[config.mk]
export PLATFORM = sky130hd
export DESIGN_NAME = bayer_pattern_gen
export DESIGN_NICKNAME = d
export VERILOG_FILES = /design/src/rtl/bayer_pattern_gen.sv
export SDC_FILE = /design/constraint.sdc
export NUM_CORES = 1
export LEC_CHECK = 0
export ABC_CLOCK_PERIOD_IN_PS = 2200
export BUFFER_PORTS_ARGS = -buffer_cell sky130_fd_sc_hd__buf_4
export CORE_AREA = 2 2 94 96
export DETAILED_ROUTE_END_ITERATION = 6
export DIE_AREA = 0 0 96 98
export PLACE_DENSITY = 0.73
export SLEW_MARGIN = 25
export SYNTH_ARGS = -nofsm -noshare
export SYNTH_HDL_FRONTEND = slang
export SYNTH_SLANG_ARGS = --single-unit
[constraint.sdc]
create_clock -name iCLK -period 2.2 [get_ports iCLK]
set_input_delay 0 -clock iCLK [delete_from_list [all_inputs] [get_ports iCLK]]
set_output_delay 0 -clock iCLK [all_outputs]
set_load 0.02 [all_outputs]
[src/rtl/bayer_pattern_gen.sv]
// bayer_pattern_gen: raw 12-bit test-pattern source with line/frame timing.
// Ports:
//   iCLK, iRST       clock (rising edge), asynchronous active-high reset
//   iSTART           frame request, honoured only while idle
//   iCONT            chain the next frame directly after vertical blanking
//   iMODE, iLEVEL    pattern select and level, captured at each frame start
//   oDATA, oDVAL     pixel value and valid
//   oX_Cont, oY_Cont current column and line
//   oBUSY            high whenever a frame is in progress
//   oFRAME_DONE      one-cycle pulse on the last vertical-blank cycle
module bayer_pattern_gen #(
    parameter int H_ACTIVE = 640,
    parameter int V_ACTIVE = 480,
    parameter int H_BLANK  = 16,
    parameter int V_BLANK  = 64
) (
    input  logic        iCLK,
    input  logic        iRST,
    input  logic        iSTART,
    input  logic        iCONT,
    input  logic [1:0]  iMODE,
    input  logic [11:0] iLEVEL,
    output logic [11:0] oDATA,
    output logic        oDVAL,
    output logic [10:0] oX_Cont,
    output logic [10:0] oY_Cont,
    output logic        oBUSY,
    output logic        oFRAME_DONE
);
    localparam int BMAX = H_BLANK > V_BLANK ? H_BLANK : V_BLANK;
    localparam int BW = $clog2(BMAX + 1);
    localparam logic [10:0] X_LAST = 11'(H_ACTIVE - 1);
    localparam logic [10:0] Y_LAST = 11'(V_ACTIVE - 1);
    localparam logic [10:0] X_HALF = 11'(H_ACTIVE / 2);
    localparam logic [BW-1:0] HB_LAST = BW'(H_BLANK - 1);
    localparam logic [BW-1:0] VB_LAST = BW'(V_BLANK - 1);
    localparam logic [BW-1:0] ONE = BW'(1);

    typedef enum logic [1:0] {IDLE, ACTIVE, HBLANK, VBLANK} state_t;

    state_t          state;
    logic [1:0]      mode;
    logic [11:0]     level;
    logic [BW-1:0]   cnt;
    logic            frame_start;

    function automatic logic [11:0] pix(input logic [1:0] m, input logic [11:0] l,
                                        input logic [10:0] px, input logic [10:0] py);
        return m == 2'd0 ? l :
               m == 2'd1 ? {px[9:0], 2'b00} :
               m == 2'd2 ? {12{px[3] ^ py[3]}} :
               (px >= X_HALF ? l : 12'h000);
    endfunction

    assign frame_start = (state == IDLE && iSTART) || (state == VBLANK && cnt == VB_LAST && iCONT);

    // Pixel outputs are computed from the next column/line so they land in the
    // same register stage as oX_Cont/oY_Cont.
    always_ff @(posedge iCLK or posedge iRST) begin
        if (iRST) begin
            state       <= IDLE;
            mode        <= 2'd0;
            level       <= 12'h000;
            cnt         <= '0;
            oDATA       <= 12'h000;
            oDVAL       <= 1'b0;
            oX_Cont     <= 11'd0;
            oY_Cont     <= 11'd0;
            oBUSY       <= 1'b0;
            oFRAME_DONE <= 1'b0;
        end else begin
            oFRAME_DONE <= 1'b0;
            if (frame_start) begin
                state   <= ACTIVE;
                mode    <= iMODE;
                level   <= iLEVEL;
                cnt     <= '0;
                oX_Cont <= 11'd0;
                oY_Cont <= 11'd0;
                oDVAL   <= 1'b1;
                oDATA   <= pix(iMODE, iLEVEL, 11'd0, 11'd0);
                oBUSY   <= 1'b1;
            end else begin
                case (state)
                    ACTIVE: begin
                        if (oX_Cont == X_LAST) begin
                            state   <= HBLANK;
                            cnt     <= '0;
                            oX_Cont <= 11'd0;
                            oDVAL   <= 1'b0;
                            oDATA   <= 12'h000;
                        end else begin
                            oX_Cont <= oX_Cont + 11'd1;
                            oDATA   <= pix(mode, level, oX_Cont + 11'd1, oY_Cont);
                        end
                    end
                    HBLANK: begin
                        if (cnt == HB_LAST) begin
                            cnt <= '0;
                            if (oY_Cont < Y_LAST) begin
                                state   <= ACTIVE;
                                oY_Cont <= oY_Cont + 11'd1;
                                oDVAL   <= 1'b1;
                                oDATA   <= pix(mode, level, 11'd0, oY_Cont + 11'd1);
                            end else begin
                                state       <= VBLANK;
                                oY_Cont     <= 11'd0;
                                oFRAME_DONE <= (V_BLANK == 1);
                            end
                        end else begin
                            cnt <= cnt + ONE;
                        end
                    end
                    VBLANK: begin
                        if (cnt == VB_LAST) begin
                            state <= IDLE;
                            cnt   <= '0;
                            oBUSY <= 1'b0;
                        end else begin
                            cnt         <= cnt + ONE;
                            oFRAME_DONE <= (cnt + ONE) == VB_LAST;
                        end
                    end
                    default: ;
                endcase
            end
        end
    end
endmodule

# Yosys cells after proc, flatten, opt, wreduce, memory -nomap -nowiden
# Cells that the tools add are included.
# word_totals
input_bits,18
output_inout_bits,37
reg_bits,60
elab_cells,91
# classes
add_sub_neg,3
magnitude_cmp,2
muxes,42
eq_ne,13
reduce_logical,20
n_bitwise,1
# ops
cell,n
$mux W12,12
$mux W11,7
$mux W7,4
$pmux W12 S2,1
$add A11 B1 Y11 const B,2
$pmux W7 S3,1
$eq A7 B6 Y1 const B,2
$eq A11 B10 Y1 const B,1
$ge A11 B9 Y1 const B,1
$lt A11 B9 Y1 const B,1
$mux W1,10
$mux W2,5
$reduce_bool A2 Y1,5
$ne A3 B3 Y1 const B,3
$reduce_and A4 Y1,2
$add A7 B1 Y7 const B,1
$eq A7 B4 Y1 const B,1
$eq A2 B2 Y1 const B,3
$logic_not A2 Y1,3
$pmux W2 S3,1
$reduce_and A2 Y1,3
$eq A2 B1 Y1 const B,2
$reduce_bool A4 Y1,1
$logic_and A1 B1 Y1,3
6 further kinds,6

# Depth between registers and ports, before layout
# Gate-level depths: netlist (run 1).
# depth
ltp_word,9
ltp_mapped,11
depth_no_buf,8

# Worst setup path before layout (run 1)
# Ideal clock, no wire load.
# synth_timing
path_type,reg-to-reg
start,reg cnt[0]
end,reg oDATA[9]
arrival_ns,2.239
setup_time_ns,0.084
path_slack_ns,-0.122
required_time_ns,2.116
period_less_slack_ns,2.322
n_path_buf,2
stages_incl_launch_ff,10
path_cell_list,dfrtp_1 ha_1 and4_1 buf_6 a41o_1 buf_6 a2111o_1 a31oi_4 nand2_2 a41oi_2
# synth_via
elab_chain_cells,6
word_cells_on_any_way,10
cone_classes,4 x eq/ne; 1 x mux; 5 x reduce/logical
# synth_lines
element,line_no,text
start: declaration,44,logic [BW-1:0] cnt;
start signal: assignment,111,cnt <= cnt + ONE;
start signal: assignment,120,cnt <= cnt + ONE;
$eq A7 B6 Y1,55,assign frame_start = (state == IDLE && iSTART) || (state == VBLANK && cnt == VB_LAST && iCONT);
$logic_and A1 B1 Y1 (2 in series),55,
$logic_or A1 B1 Y1,55,
$ne A3 B3 Y1 (no source line) or $reduce_bool A3 Y1 (tied branches),-,
$reduce_and A3 Y1 (no source line),-,
end signal: assignment,81,"oDATA <= pix(iMODE, iLEVEL, 11'd0, 11'd0);"
end signal: assignment,94,"oDATA <= pix(mode, level, oX_Cont + 11'd1, oY_Cont);"
end signal: assignment,104,"oDATA <= pix(mode, level, 11'd0, oY_Cont + 11'd1);"
end: declaration,23,"output logic [11:0] oDATA,"
# Parallel ways exist; a longest one is shown, timed or not.
# A chain may end at the register's enable or synchronous reset.

# Worst setup path in the final report (run 1)
# layout_timing
start,reg oX_Cont[3]
end,reg oDATA[1]
# layout_via
elab_chain_cells,9
word_cells_on_any_way,11
cone_classes,1 x add/sub; 1 x order compare; 1 x eq/ne; 7 x mux; 1 x bitwise
# layout_lines
element,line_no,text
start: declaration,25,"output logic [10:0] oX_Cont,"
start signal: assignment,93,oX_Cont <= oX_Cont + 11'd1;
$add A11 B1 Y11,94,
$ge A11 B9 Y1,52,(px >= X_HALF ? l : 12'h000);
$mux W12,52,
$mux W12,51,m == 2'd2 ? {12{px[3] ^ py[3]}} :
$mux W12,50,"m == 2'd1 ? {px[9:0], 2'b00} :"
$mux W12,49,return m == 2'd0 ? l :
$mux W12 (*),86,if (oX_Cont == X_LAST) begin
$pmux W12 S2 (*),84,case (state)
$mux W12 (*),73,if (frame_start) begin
# Mark *: on every way between the ends. The rest lies on a longest branch, timed or not.

==> impl_results.md, run 1 <==
* Status: finished clean
* Hpwl dp at 7700 um
* Port bufs at 54
* HP Class: input pin to register
* Clock Sinks at 60
* Gr ovfl total at 0
* Fraction of registers with async set/reset at 1.00
* Initial antenna violation count at 0
* Fin crit share at 0.987
* Crit path max fanout at 5
* EDFF count, synth at 0
* Sequential element share of the synthesized area at 0.404
* Top post-synthesis cells by area: dfrtp_1 40%, nand2_1 8.7%, o21ai_0 5.2%, nor2_1 5.1%, a21oi_1 3.8%
* Layout Area Growth over Synthesis at 35.2%
* Total Power at 5.21 mW
* Setup slack after placement at -0.0217 ns
* Syn Area/Cell at 8.15 sq um
* Xor and xnor area share after synthesis at 0.0353
* Share of layout cells above drive strength 1 at 0.277
* Layout Cells excl Fill at 681
* Fin. max-slew vios at 0
* Worst setup path startpoint: oX_Cont[3]$_DFFE_PP0P_
* Max-cap violation count at 0
* Die area at 0.00941 sq mm
* Required time of the critical path at 2.47 ns
* Hold path start: iCONT
* Placer Congestion at 0.944
* Row count at 34
* Overall Global Routing Usage at 0.232
* Chip Height at 98 um
* Core area at 0.00847 sq mm
* I/O pin count at 55
* R2R Path Start: oX_Cont[3]$_DFFE_PP0P_
* CTS Buf Count at 9
* Synth Area in Compound Gates at 0.233
* Final Hold Fails at 0
* Routed Antenna Nets at 0
* PD cells at 1040 mW/mm^2
* Syn Inst Count at 456
* Biggest area consumer among synthesized cells: dfrtp_1
* Initial core utilization at 0.439
* Synth unique cells at 61
* Worst-skew pair later-pin latency at 0.35 ns
* Worst-Margin Slew at 0.651 ns
* DRT Pass-1 Iters at 5
* Via count at 3877
* Startpoint types: register
* Htree depth at 3
* Worst path cell trace: nand4_1, buf_4, nor4_1, buf_4, a311oi_2, buf_4, a31oi_4, clkbuf_16, o21ai_1, a21oi_1
* Die Wd at 96 um
* First-pass GRT wire length at 17100 um
* Slew headroom at 0.565
* Cell Area, Synth at 0.00372 sq mm
* Fill cells at 736
* Root Buffer: clkbuf_8
* Synth cell count leaders: 86 x nand2_1, 60 x dfrtp_1, 51 x nor2_1
* Count leader, synth: nand2_1
* # DRC at 0
* Vias in the first global route at 3624
* Endpoint class of the critical path: register
* Crit Path Category: register to register
* CTS tree: done
* Crit-path most repeated cell: buf_4
* Largest family of logic cells by synthesized area: simple AND/OR/NAND/NOR gates
* Leakage power at 2.31 nW
* Largest net degree at the start of global routing at 33
* Starting DRT DRC Count at 207
* Final #Nets at 596
* Final setup fails at 0
* Worst hold margin at 0.105 ns
* Vias/cell at 5.69
* Simple-gate portion of the synthesized area at 0.249
* Fmax at 0.461 GHz
* Clock Skews at 0.00817 ns
* Synth Area in Adders at 0.0303
* Placed cell count at 645
* Final TNS setup at 0 ns
* Syn_nets at 483
* Commonest register cell after synthesis: dfrtp_1
* Ys Warns at 0
* Antenna diodes at 0
* Final setup margin at 0.0288 ns
* Clock slew at reported path FFs at 0.07 ns
* Yosys top cell area share at 0.404
* Critical path arrival at 2.45 ns
* CTS max path bufs at 2
* WL per Instance at 15.9 um
* Max stage delay on crit path at 0.38 ns
* Final critical-path required period at 2.17 ns
* Routed WL at 10800 um
* Max stage delay cell, worst path: dfrtp_1
* Max VDD drop at 498 uV
* Seq cells post-synth at 60
* Mux contribution to synthesized area at 0.00572
## path summary, 6_finish.rpt
| path | cells after the start | slack (ns) | endpoint |
|---|---|---|---|
| min | 4 | 0.11 | oBUSY$_DFFE_PP0P_ |
| min reg2reg | 2 | 0.47 | level[0]$_DFFE_PP0N_ |
| max in group asynchronous | 4 | 1.27 | oX_Cont[2]$_DFFE_PP0P_ |
| max reg2reg | 10 | 0.03 | oDATA[1]$_DFFE_PP0P_ |
| max | 10 | 0.03 | oDATA[1]$_DFFE_PP0P_ |
| min in group asynchronous | 3 | 0.30 | oY_Cont[6]$_DFFE_PP0P_ |
## cell type report
cell class / instances / area [sq um] / share of cell area
flip-flops and latches: 60 / 1500 / 0.299
clock buffers: 13 / 159 / 0.0316
well taps: 108 / 135 / 0.0269
clock inverters: 2 / 10.0 / 0.00199
repair buffers: 128 / 1040 / 0.207
multi-input cells: 361 / 2140 / 0.427
inverters: 9 / 33.8 / 0.00672
## critical path, delay by kind of cell (launching register included)
| family | cells | cell delay (ns) |
|---|---|---|
| buffers and inverters | 4 | 0.74 |
| AOI/OAI and AO/OA | 4 | 0.50 |
| and+or+nand+nor | 2 | 0.47 |
| DFF | 1 | 0.38 |
## logic make-up after synthesis
kind of cell / count (synthesis)
mux: 2
simple gates: 205
flops: 60
compound gates: 130
fa+ha+maj: 9
xor+xnor: 15
buf+inv: 35
## where the power goes
part / internal [mW] / total (mW) / leakage [nW] / switching (mW)
sequential: 1.40 / 1.60 / 0.774 / 0.199
clock: 0.461 / 0.891 / 0.0893 / 0.430
combinational: 1.15 / 2.72 / 1.44 / 1.57
## layer usage
layer | share of wire | up-vias | GRT usage
li1 | - | 1849 | -
met1 | 0.43 | 1872 | 0.304
met2 | 0.49 | 136 | 0.375
met3 | 0.054 | 20 | 0.0486
met4 | 0.019 | 0 | 0.0835
met5 | 0 | - | 0
## registers in the layout, indices dropped and copies added (netlist names)
register     count
oFRAME_DONE      1
state            2
oX_Cont         11
cnt              7
oDVAL            1
oY_Cont         11
oBUSY            1
mode             2
level           12
oDATA           12
## per-stage QoR
| stage | instance area, sq um | util |
|---|---|---|
| 2_1_floorplan | 3720 | - |
| 3_3_place_gp | 4560 | 0.538 |
| 3_5_place_dp | 4560 | 0.538 |
| 4_1_cts | 4880 | 0.576 |
| 5_1_grt | 5030 | 0.594 |
| 6_report | 5030 | 0.594 |
## cell usage in the layout, fill, tap and decap left out, types with 9 or more instances in the layout
cell type / instances
nand2_1: 86
buf_4: 110
o21ai_0: 39
clkbuf_8: 11
nor2_1: 50
dlygate4sd3_1: 15
o31ai_1: 9
and3_1: 9
nand3_1: 14
a31oi_1: 9
a21oi_1: 27
xnor2_1: 9
dfrtp_1: 59
## what timing repair did
| action | 4_1_cts | 5_1_grt |
|---|---|---|
| pin swaps | 0 | 3 |
| setup endpoints to repair | 1 | 16 |
| hold buffers | 15 | 0 |
| resized for setup | 1 | 22 |
| gates cloned | 0 | 1 |
| buffers inserted | 0 | 5 |
| hold endpoints to repair | 50 | 0 |
(Power assumes the default switching activity.)
==> inputs of run 2 (changes only) <==
--- a/config.mk
+++ b/config.mk
@@ -5,12 +5,12 @@
 export SDC_FILE = /design/constraint.sdc
 export NUM_CORES = 1
 export LEC_CHECK = 0
-export ABC_CLOCK_PERIOD_IN_PS = 2200
+export ABC_CLOCK_PERIOD_IN_PS = 2700
 export BUFFER_PORTS_ARGS = -buffer_cell sky130_fd_sc_hd__buf_4
-export CORE_AREA = 2 2 94 96
+export CORE_AREA = 2 2 80 113
 export DETAILED_ROUTE_END_ITERATION = 6
-export DIE_AREA = 0 0 96 98
-export PLACE_DENSITY = 0.73
+export DIE_AREA = 0 0 82 115
+export PLACE_DENSITY = 0.7
 export SLEW_MARGIN = 25
 export SYNTH_ARGS = -nofsm -noshare
 export SYNTH_HDL_FRONTEND = slang
==> constraint.sdc (replaced) <==
create_clock -name iCLK -period 2.7 [get_ports iCLK]
set_input_delay 0 -clock iCLK [delete_from_list [all_inputs] [get_ports iCLK]]
set_output_delay 0 -clock iCLK [all_outputs]
set_load 0.02 [all_outputs]
==> run 2 against run 1 <==
Compared with the run above:
- fmax fell by 14%
- via count shrank 4.5%
- register-to-register slack gained 0.15 ns
- cell count is 5.9% lower
- routed wire length fell by 4.9%
- critical path type unchanged
- worst setup slack gained 0.15 ns
- flip-flop and latch count is the same
- combinational power down 28%
- cell area fell by 4.8%
- sequential share of layout area is 1.5 points higher
- count of clock-buffer cells in the layout down 3
==> impl_results.md, run 2 (same netlist as run 1, synthesis figures left out) <==
* CTS tree: done
* I/O pin count at 55 (unchanged)
* Crit path max fanout at 10 (+5)
* Max stage delay cell, worst path: dfrtp_1
* Via count at 3702 (-4.5%)
* Share of layout cells above drive strength 1 at 0.198 (-0.0797)
* Final setup fails at 0 (unchanged)
* Layout Area Growth over Synthesis at 28.6%
* Largest net degree at the start of global routing at 61 (+85%)
* Slew headroom at 0.479 (-0.0866)
* Routed WL at 10300 um (-4.9%)
* Die Wd at 82 um (-15%)
* Routed Antenna Nets at 0 (unchanged)
* Vias/cell at 5.78 (+1.4%)
* Initial core utilization at 0.442 (+0.00301)
* DRT Pass-1 Iters at 5 (unchanged)
* Crit Path Category: register to register
* Clock Skews at 0.00594 ns (-0.00223 ns)
* Critical path arrival at 2.78 ns (+0.33 ns)
* Final critical-path required period at 2.52 ns (+0.349 ns)
* Worst path cell trace: ha_1, and4_1, a41o_2, a2111o_1, a31oi_4, nand2_2, a41oi_2
* Final Core Density at 0.569 (-0.0248)
* First-pass GRT wire length at 16900 um (-1.1%)
* Overall Global Routing Usage at 0.235 (+0.00330)
* # DRC at 0 (unchanged)
* Top Registers: level x12, oDATA x12
* Port bufs at 54 (unchanged)
* Max VDD drop at 486 uV (-2.3%)
* Root Buffer: clkbuf_16
* Final #Nets at 559 (-6.2%)
* WL per Instance at 16.0 um (+1.0%)
* Leakage power at 2.18 nW (-5.6%)
* Row count at 40 (+18%)
* Required time of the critical path at 2.96 ns (+0.49 ns)
* Placer Congestion at 0.939 (-0.49%)
* Htree depth at 3 (unchanged)
* HP Class: input pin to register
* Status: finished clean
* Gr ovfl total at 0 (unchanged)
* Die area at 0.00943 sq mm (+0.23%)
* CTS Buf Count at 9 (unchanged)
* Chip Height at 115 um (+17%)
* Met1 GRT Util at 0.285 (-0.0188)
* Fin. max-slew vios at 0 (unchanged)
* Starting DRT DRC Count at 316 (+53%)
* PD cells at 967 mW/mm^2 (-6.7%)
* Initial antenna violation count at 0 (unchanged)
* Fill cells at 771 (+4.8%)
* Fmax at 0.397 GHz (-14%)
* Clock Sinks at 60 (unchanged)
* Hpwl dp at 7270 um (-5.6%)
* Final TNS setup at 0 ns (unchanged)
* Core area at 0.00841 sq mm (-0.68%)
* Antenna diodes at 0 (unchanged)
* CTS max path bufs at 2 (unchanged)
* Final Hold Fails at 0 (unchanged)
* Worst-skew pair later-pin latency at 0.34 ns (about the same)
* Most frequent cells in the layout: 86 x nand2_1, 76 x buf_4, 60 x dfrtp_1
* Top Family by Delay on Critical Path: compound AO/OA/AOI/OAI gates
* Commonest non-fill, non-tap cell in the layout: nand2_1
* Fin crit share at 0.934 (-0.0533)
* Grt met3 use at 0.0455 (-0.00309)
* Endpoint class of the critical path: register
* Max stage delay on crit path at 0.43 ns (+0.05 ns)
* Busiest grt layer: met2
* Met2 Usage GRT at 0.399 (+0.0239)
* Max-cap violation count at 0 (unchanged)
* Worst-Margin Slew at 0.782 ns (+0.131 ns)
* Clock slew at reported path FFs at 0.05 ns (-0.02 ns)
* RSZ-0062 raised after global routing: no
* Buf/Inv on CP at 0 (-4)
* Startpoint types: register
* Vias in the first global route at 3500 (-3.4%)
[run 2: cell count changes in the layout (fill, tap and decap cells not counted), sizes merged]
cell	change
buf	-36
bufinv	+3
clkbuf	-4
[run 2: worst paths after layout]
kind                       slack, ns                  from  cells after the start              endpoint
setup / recovery                0.18    cnt[0]$_DFFE_PP0P_                      7  oDATA[9]$_DFFE_PP0P_
hold / removal                  0.22                 iCONT                      4     oBUSY$_DFFE_PP0P_
setup reg to reg                0.18    cnt[0]$_DFFE_PP0P_                      7  oDATA[9]$_DFFE_PP0P_
hold reg to reg                 0.46  level[1]$_DFFE_PP0N_                      2  level[1]$_DFFE_PP0N_
max in group asynchronous       1.72                  iRST                      4  level[3]$_DFFE_PP0N_
min in group asynchronous       0.46                  iRST                      4  level[7]$_DFFE_PP0N_
[run 2: layout make-up]
type                            count  area [sq um]  area share
Timing Repair Buffer               91           721       0.151
Clock buffer                       10           239      0.0500
Sequential cell                    60          1500       0.314
Clock inverter                      5           100      0.0209
Inverter                            9          33.8     0.00706
Multi-Input combinational cell    361          2060       0.430
Tap cell                          105           131      0.0275
[run 2: report_power, final]
part / total [mW] / switching (mW) / internal, mW
logic: 1.97 / 1.17 / 0.798
clock network: 1.32 / 0.401 / 0.917
registers: 1.34 / 0.196 / 1.14
total: 4.62 / 1.76 / 2.86
[run 2: what timing repair did]
| action | in CTS | in global routing |
|---|---|---|
| hold endpoints to repair | 83 | 0 |
| setup endpoints to repair | 0 | 12 |
| setup buffers | 0 | 0 |
| resized for setup | 0 | 1 |
| hold buffers | 15 | 0 |
[run 2: worst reg2reg max path: stages (launching register included)]
cell	delay [ns]
dfrtp_1	0.43
ha_1	0.28
and4_1	0.29
a41o_2	0.40
a2111o_1	0.41
a31oi_4	0.33
nand2_2	0.10
a41oi_2	0.18
[run 2: through the flow]
| stage | std cells | cell area [sq um] | total power, mW | setup WS (ns) | hold WS, ns |
|---|---|---|---|---|---|
| final | 641 | 4780 | 4.62 | 0.179 | 0.224 |
| after global routing | 641 | 4780 | 4.95 | 0.0130 | 0.238 |
| after CTS | 641 | 4780 | 4.64 | 0.145 | 0.220 |
| after detailed placement | 611 | 4290 | 3.29 | 0.162 | 0.215 |
| after global placement | 611 | 4290 | 3.24 | 0.276 | 0.215 |
| after floorplan | 456 | 3720 | 2.61 | 0.378 | 0.112 |
[run 2: routing by layer]
metal,share of wire,vias up
li1,-,1791
met1,0.41,1768
met3,0.043,17
met5,0,-
met4,0.023,0
met2,0.52,126
